## src/rtl/operand_loader.sv

```systemverilog
// operand_loader: debounces two raw push buttons and, on each accepted press,
// captures the slider value n0 into the matching operand register (n1 / n2).
// Each button has its own two-flop synchronizer, four-state debounce FSM and
// saturating-free debounce counter. All outputs are registered.
module operand_loader #(
    parameter int unsigned DB_CYCLES = 16
) (
    input  logic       clock,
    input  logic       reset_n,
    input  logic [3:0] n0,
    input  logic       p1,
    input  logic       p2,
    output logic [3:0] n1,
    output logic [3:0] n2,
    output logic       ld1,
    output logic       ld2,
    output logic       both_valid
);

    localparam int unsigned CW = (DB_CYCLES > 1) ? $clog2(DB_CYCLES) : 1;
    localparam logic [CW-1:0] CNT_MAX  = CW'(DB_CYCLES - 1);
    localparam logic [CW-1:0] CNT_ONE  = CW'(1);
    localparam logic [CW-1:0] CNT_ZERO = CW'(0);

    typedef enum logic [1:0] {
        RELEASED     = 2'd0,
        PRESS_WAIT   = 2'd1,
        PRESSED      = 2'd2,
        RELEASE_WAIT = 2'd3
    } db_state_e;

    // Index 0 tracks button p1 (operand 1), index 1 tracks button p2 (operand 2).
    logic [1:0]    s1_r;
    logic [1:0]    s2_r;
    db_state_e     state_r [2];
    logic [CW-1:0] cnt_r   [2];
    logic [1:0]    fire_s;
    logic          got1_r;
    logic          got2_r;

    // Two-flop synchronizers for the raw asynchronous buttons.
    always_ff @(posedge clock or negedge reset_n) begin
        if (!reset_n) begin
            s1_r <= 2'b00;
            s2_r <= 2'b00;
        end else begin
            s1_r <= {p2, p1};
            s2_r <= s1_r;
        end
    end

    // A press is accepted on the edge where PRESS_WAIT has seen a full stable window.
    always_comb begin
        fire_s = 2'b00;
        for (int i = 0; i < 2; i++) begin
            if ((state_r[i] == PRESS_WAIT) && s2_r[i] && (cnt_r[i] == CNT_MAX)) begin
                fire_s[i] = 1'b1;
            end else begin
                fire_s[i] = 1'b0;
            end
        end
    end

    // Per-button debounce FSMs; the counter is cleared on entry to each wait state
    // and stops at CNT_MAX because the state leaves before it could increment further.
    always_ff @(posedge clock or negedge reset_n) begin
        if (!reset_n) begin
            for (int i = 0; i < 2; i++) begin
                state_r[i] <= RELEASED;
                cnt_r[i]   <= CNT_ZERO;
            end
        end else begin
            for (int i = 0; i < 2; i++) begin
                case (state_r[i])
                    RELEASED: begin
                        if (s2_r[i]) begin
                            state_r[i] <= PRESS_WAIT;
                            cnt_r[i]   <= CNT_ZERO;
                        end
                    end
                    PRESS_WAIT: begin
                        if (!s2_r[i]) begin
                            state_r[i] <= RELEASED;
                        end else if (cnt_r[i] == CNT_MAX) begin
                            state_r[i] <= PRESSED;
                        end else begin
                            cnt_r[i] <= cnt_r[i] + CNT_ONE;
                        end
                    end
                    PRESSED: begin
                        if (!s2_r[i]) begin
                            state_r[i] <= RELEASE_WAIT;
                            cnt_r[i]   <= CNT_ZERO;
                        end
                    end
                    RELEASE_WAIT: begin
                        if (s2_r[i]) begin
                            state_r[i] <= PRESSED;
                        end else if (cnt_r[i] == CNT_MAX) begin
                            state_r[i] <= RELEASED;
                        end else begin
                            cnt_r[i] <= cnt_r[i] + CNT_ONE;
                        end
                    end
                    default: begin
                        state_r[i] <= RELEASED;
                        cnt_r[i]   <= CNT_ZERO;
                    end
                endcase
            end
        end
    end

    // Operand capture, one-cycle load strobes and the sticky both-loaded flag.
    always_ff @(posedge clock or negedge reset_n) begin
        if (!reset_n) begin
            n1         <= 4'h0;
            n2         <= 4'h0;
            ld1        <= 1'b0;
            ld2        <= 1'b0;
            got1_r     <= 1'b0;
            got2_r     <= 1'b0;
            both_valid <= 1'b0;
        end else begin
            if (fire_s[0]) begin
                n1 <= n0;
            end else begin
                n1 <= n1;
            end
            if (fire_s[1]) begin
                n2 <= n0;
            end else begin
                n2 <= n2;
            end
            ld1        <= fire_s[0];
            ld2        <= fire_s[1];
            got1_r     <= got1_r | ld1;
            got2_r     <= got2_r | ld2;
            both_valid <= both_valid | ((got1_r | ld1) & (got2_r | ld2));
        end
    end

endmodule

```

## config.mk

```make
export PLATFORM = sky130hd
export DESIGN_NAME = operand_loader
export DESIGN_NICKNAME = d
export VERILOG_FILES = /design/src/rtl/operand_loader.sv
export SDC_FILE = /design/constraint.sdc
export NUM_CORES = 1
export LEC_CHECK = 0
export ABC_CLOCK_PERIOD_IN_PS = 1450
export CAP_MARGIN = 30
export CELL_PAD_IN_SITES_DETAIL_PLACEMENT = 1
export CELL_PAD_IN_SITES_GLOBAL_PLACEMENT = 1
export CORE_MARGIN = 8
export CORE_UTILIZATION = 38
export CTS_CLUSTER_SIZE = 10
export DETAILED_ROUTE_END_ITERATION = 8
export GPL_TIMING_DRIVEN = 0
export PLACE_DENSITY_LB_ADDON = 0.1
export SLEW_MARGIN = 20
export SYNTH_ARGS = -nofsm -noshare
export SYNTH_HDL_FRONTEND = slang
export SYNTH_SLANG_ARGS = --single-unit
```

## constraint.sdc

```tcl
create_clock -name clock -period 1.45 [get_ports clock]
set_input_delay 0.145 -clock clock [delete_from_list [all_inputs] [get_ports clock]]
set_output_delay 0.145 -clock clock [all_outputs]
set_load 0.01 [all_outputs]
```

==> summary.txt <==
Die
  • Die width: ~70 um
  • Core Area: 3000 um^2
  • Initial Utilization: roughly two fifths
  • I/O pin total: 19
  • Core Rows: 20
  • Chip Height: 71.8 um
  • Die area: 5160 um^2

Timing
  • PnR worst setup slack: -0.0180 ns
  • Final max-slew violation count: 0
  • Setup violators final: 7
  • Tcrit/Tclk final: 101%
  • Unrepaired setup endpoints after global routing: true
  • Clk_skew: 0.00683 ns
  • Tmin final: 1.47 ns
  • Final hold viol count: 0
  • Relative slew slack: about three fifths
  • FMAX: 681 MHz
  • Least-Margin Pin Slew: 0.623 ns

Critical path
  • Worst path required time: 1.66 ns
  • FF-to-FF Start: cnt_r[1]
  • Worst-path cell chain: ha_4, nand4_4, nor3b_4, buf_6, mux2_4
  • Crit path DAT: 1.68 ns
  • CP max-delay cell: dfrtp_2
  • CP max stage delay: 0.40 ns
  • Reg2reg setup slack: -0.02 ns
  • CP Max Fanout: 3
  • R2R depth: 5
  • Setup crit start kind: flop
  • Crit Path Category: flop to flop
  • Critical path capture point type: flop
  • Worst R2R End: n2[0]

Synthesis
  • Unique masters post-synth: 23
  • Post-Synthesis Cells: 87
  • Top_reg_cell synth: dfrtp_1
  • Post-synth top area cell: dfrtp_1
  • Fraction of registers with async set/reset: 100%
  • Synth Net Count: 97
  • Top cells by area, synth: dfrtp_1 61%, mux2_2 11%, nor3b_4 3.2%, a21oi_1 3.0%, nand3_1 3.0%
  • Synth Cell Area: 1180 um^2
  • Seq cells post-synth: 29
  • Share of the synthesized area in the top cell type: 61.3%
  • Synth Area per Inst: 13.6 um^2
  • Ys Warns: 0
  • Post-synthesis sequential area ratio: 61.3%
  • Number of flops mapped to enable cells by yosys: 0
  • Top post-synthesis cells by count: 29 x dfrtp_1, 12 x mux2_2, 7 x a21oi_1, 7 x nand3_1, 5 x nand2_1
  • Top-count cell post-synth: dfrtp_1

GRT
  • Met3 Track Usage GR: under 10%
  • Gr ovfl total: 0
  • Met2 usage: 18.2%
  • Largest net degree at the start of global routing: 30
  • First-pass GRT wire length: around 4200 um
  • Initial antenna violation count: 0
  • Number of global-route vias before repair: 905
  • Gr usage total: 10.7%
  • Met1 Track Usage GR: 11.0%
  • Most Crowded Layer GR: met2

Layout
  • Ant diodes: 0
  • Final #Nets: around 140
  • Fin area: 1660 um^2
  • Filler instances: 307
  • Area growth syn-to-layout: 40.2%
  • Layout cells sized above 1: 36.2%
  • Final Instance Count excl. Fillers: 160

Hold path
  • Hold Path Cell Cnt: 1
  • Hold Startpoint: p2
  • Hold EP: s1_r[1]
  • HP Class: input pin to flop

Route
  • Vias per cell: 5.16
  • Routed Wire Length: approximately 2500 um
  • DR WL/cell: 15.6 um
  • TritonRoute pass-1 iters: 4
  • Via count: roughly 830
  • DRC: 0
  • Post-route ant nets: 0
  • DRT iter0 DRCs: 25

Clock network
  • CTS clk-pin slew, worst paths: around 0.08 ns
  • CTS tree: yes
  • CTS Buf Count: 5
  • Clock Sinks: 29
  • Root buffer cell: clkbuf_4
  • Worst-Skew Late Latency: 0.32 ns
  • # H-tree levels: 2
  • Clock buffer depth: 2

Placement
  • DP HPWL: around 1700 um
  • Placed insts: roughly 140
  • Gpl congestion: 0.727
  • Port bufs: 18
  • Placed cell area: 1420 um^2

Power
  • PD cells: 920 nW/um^2
  • Total chip power: 1.53 mW
  • Peak VDD IR: 0.484 mV
  • Static leakage: 0.776 nW

Run
  • Max-Cap Viols: 0

Run status
  • Violated checks: setup timing
  • Status: finished with violations
[power by group]
group          switching, mW  internal (mW)
combinational         0.0697         0.0895
clock                  0.254          0.228
sequential            0.0423          0.843
[critical path: cells and delay by family (launching register included)]
family | cells | cell delay [ns]
adders and majority gates | 1 | 0.16
buffers and inverters | 1 | 0.15
DFF | 1 | 0.40
muxes | 1 | 0.29
and+or+nand+nor | 2 | 0.37
[repair_timing]
action | CTS | global route
pin swaps | 4 | 3
setup endpoints to repair | 8 | 9
gates resized for setup | 14 | 2
hold endpoints to repair | 29 | 0
hold buffers | 1 | 0
setup buffers | 11 | 3
[layout make-up]
type	instances	area, um^2	area share, %
repair buffers	33	302	18.2
flip-flops and latches	29	728	43.9
multi-input cells	56	526	31.7
inverters	2	7.51	0.452
well taps	33	41.3	2.49
clock buffers	7	55.1	3.32
[routing by layer]
metal / vias to the layer above / share of wire (%)
met4: 0 / 1.3
met5: - / 0
li1: 391 / -
met2: 11 / 54
met3: 5 / 4.0
met1: 419 / 41
[cells by family after synthesis]
group / after synthesis / synth area share [%]
flops: 29 / 61.3
simple gates: 25 / 14.6
compound gates: 14 / 7.08
mux: 12 / 11.4
xor+xnor: 3 / 2.85
buf+inv: 2 / 0.634
fa+ha+maj: 2 / 2.11
[worst max-delay path by stage]
stage | start | end | slack [ns] | depth (start not counted)
after floorplan | cnt_r[1] | n2[0] | -0.01 | 4
after global placement | reset_n | ld1 | -0.24 | 1
after detailed placement | cnt_r[4] | n1[3] | -0.22 | 4
after CTS | cnt_r[5] | n1[1] | -0.02 | 5
after global routing | cnt_r[5] | n1[1] | -0.09 | 5
final | cnt_r[1] | n2[0] | -0.02 | 5
[registers in the layout, summed over array words and instances, names as in the netlist, named ones only]
name and cells:
s1_r 2, ld2 1, s2_r 2, state_r 2, got1_r 1, both_valid 1
cnt_r 8, ld1 1, got2_r 1, n2 4, n1 4
[layout by cell type (no fill, tap or decap), types with 3 or more instances in the layout]
cell,Yosys,final
mux2_4,0,8
clkbuf_4,0,5
mux2_2,12,4
o21ai_0,3,3
nand3_1,7,7
buf_4,0,11
buf_6,0,3
clkdlybuf4s50_1,0,17
dfrtp_1,29,27
nand2_1,5,4
a21oi_1,7,7
[metrics by stage]
stage               hold slack, ns  utilization, %  setup slack, ns  setup TNS [ns]
finish                       0.275            55.3          -0.0180         -0.0919
global route                 0.257            55.3          -0.0901          -0.602
CTS                          0.253            54.3          -0.0204          -0.126
detailed placement           0.207            47.4           -0.222           -1.47
global placement             0.334            47.6           -0.239           -7.96
floorplan                   -0.151               -          -0.0108         -0.0431
(Power assumes the default switching activity.)
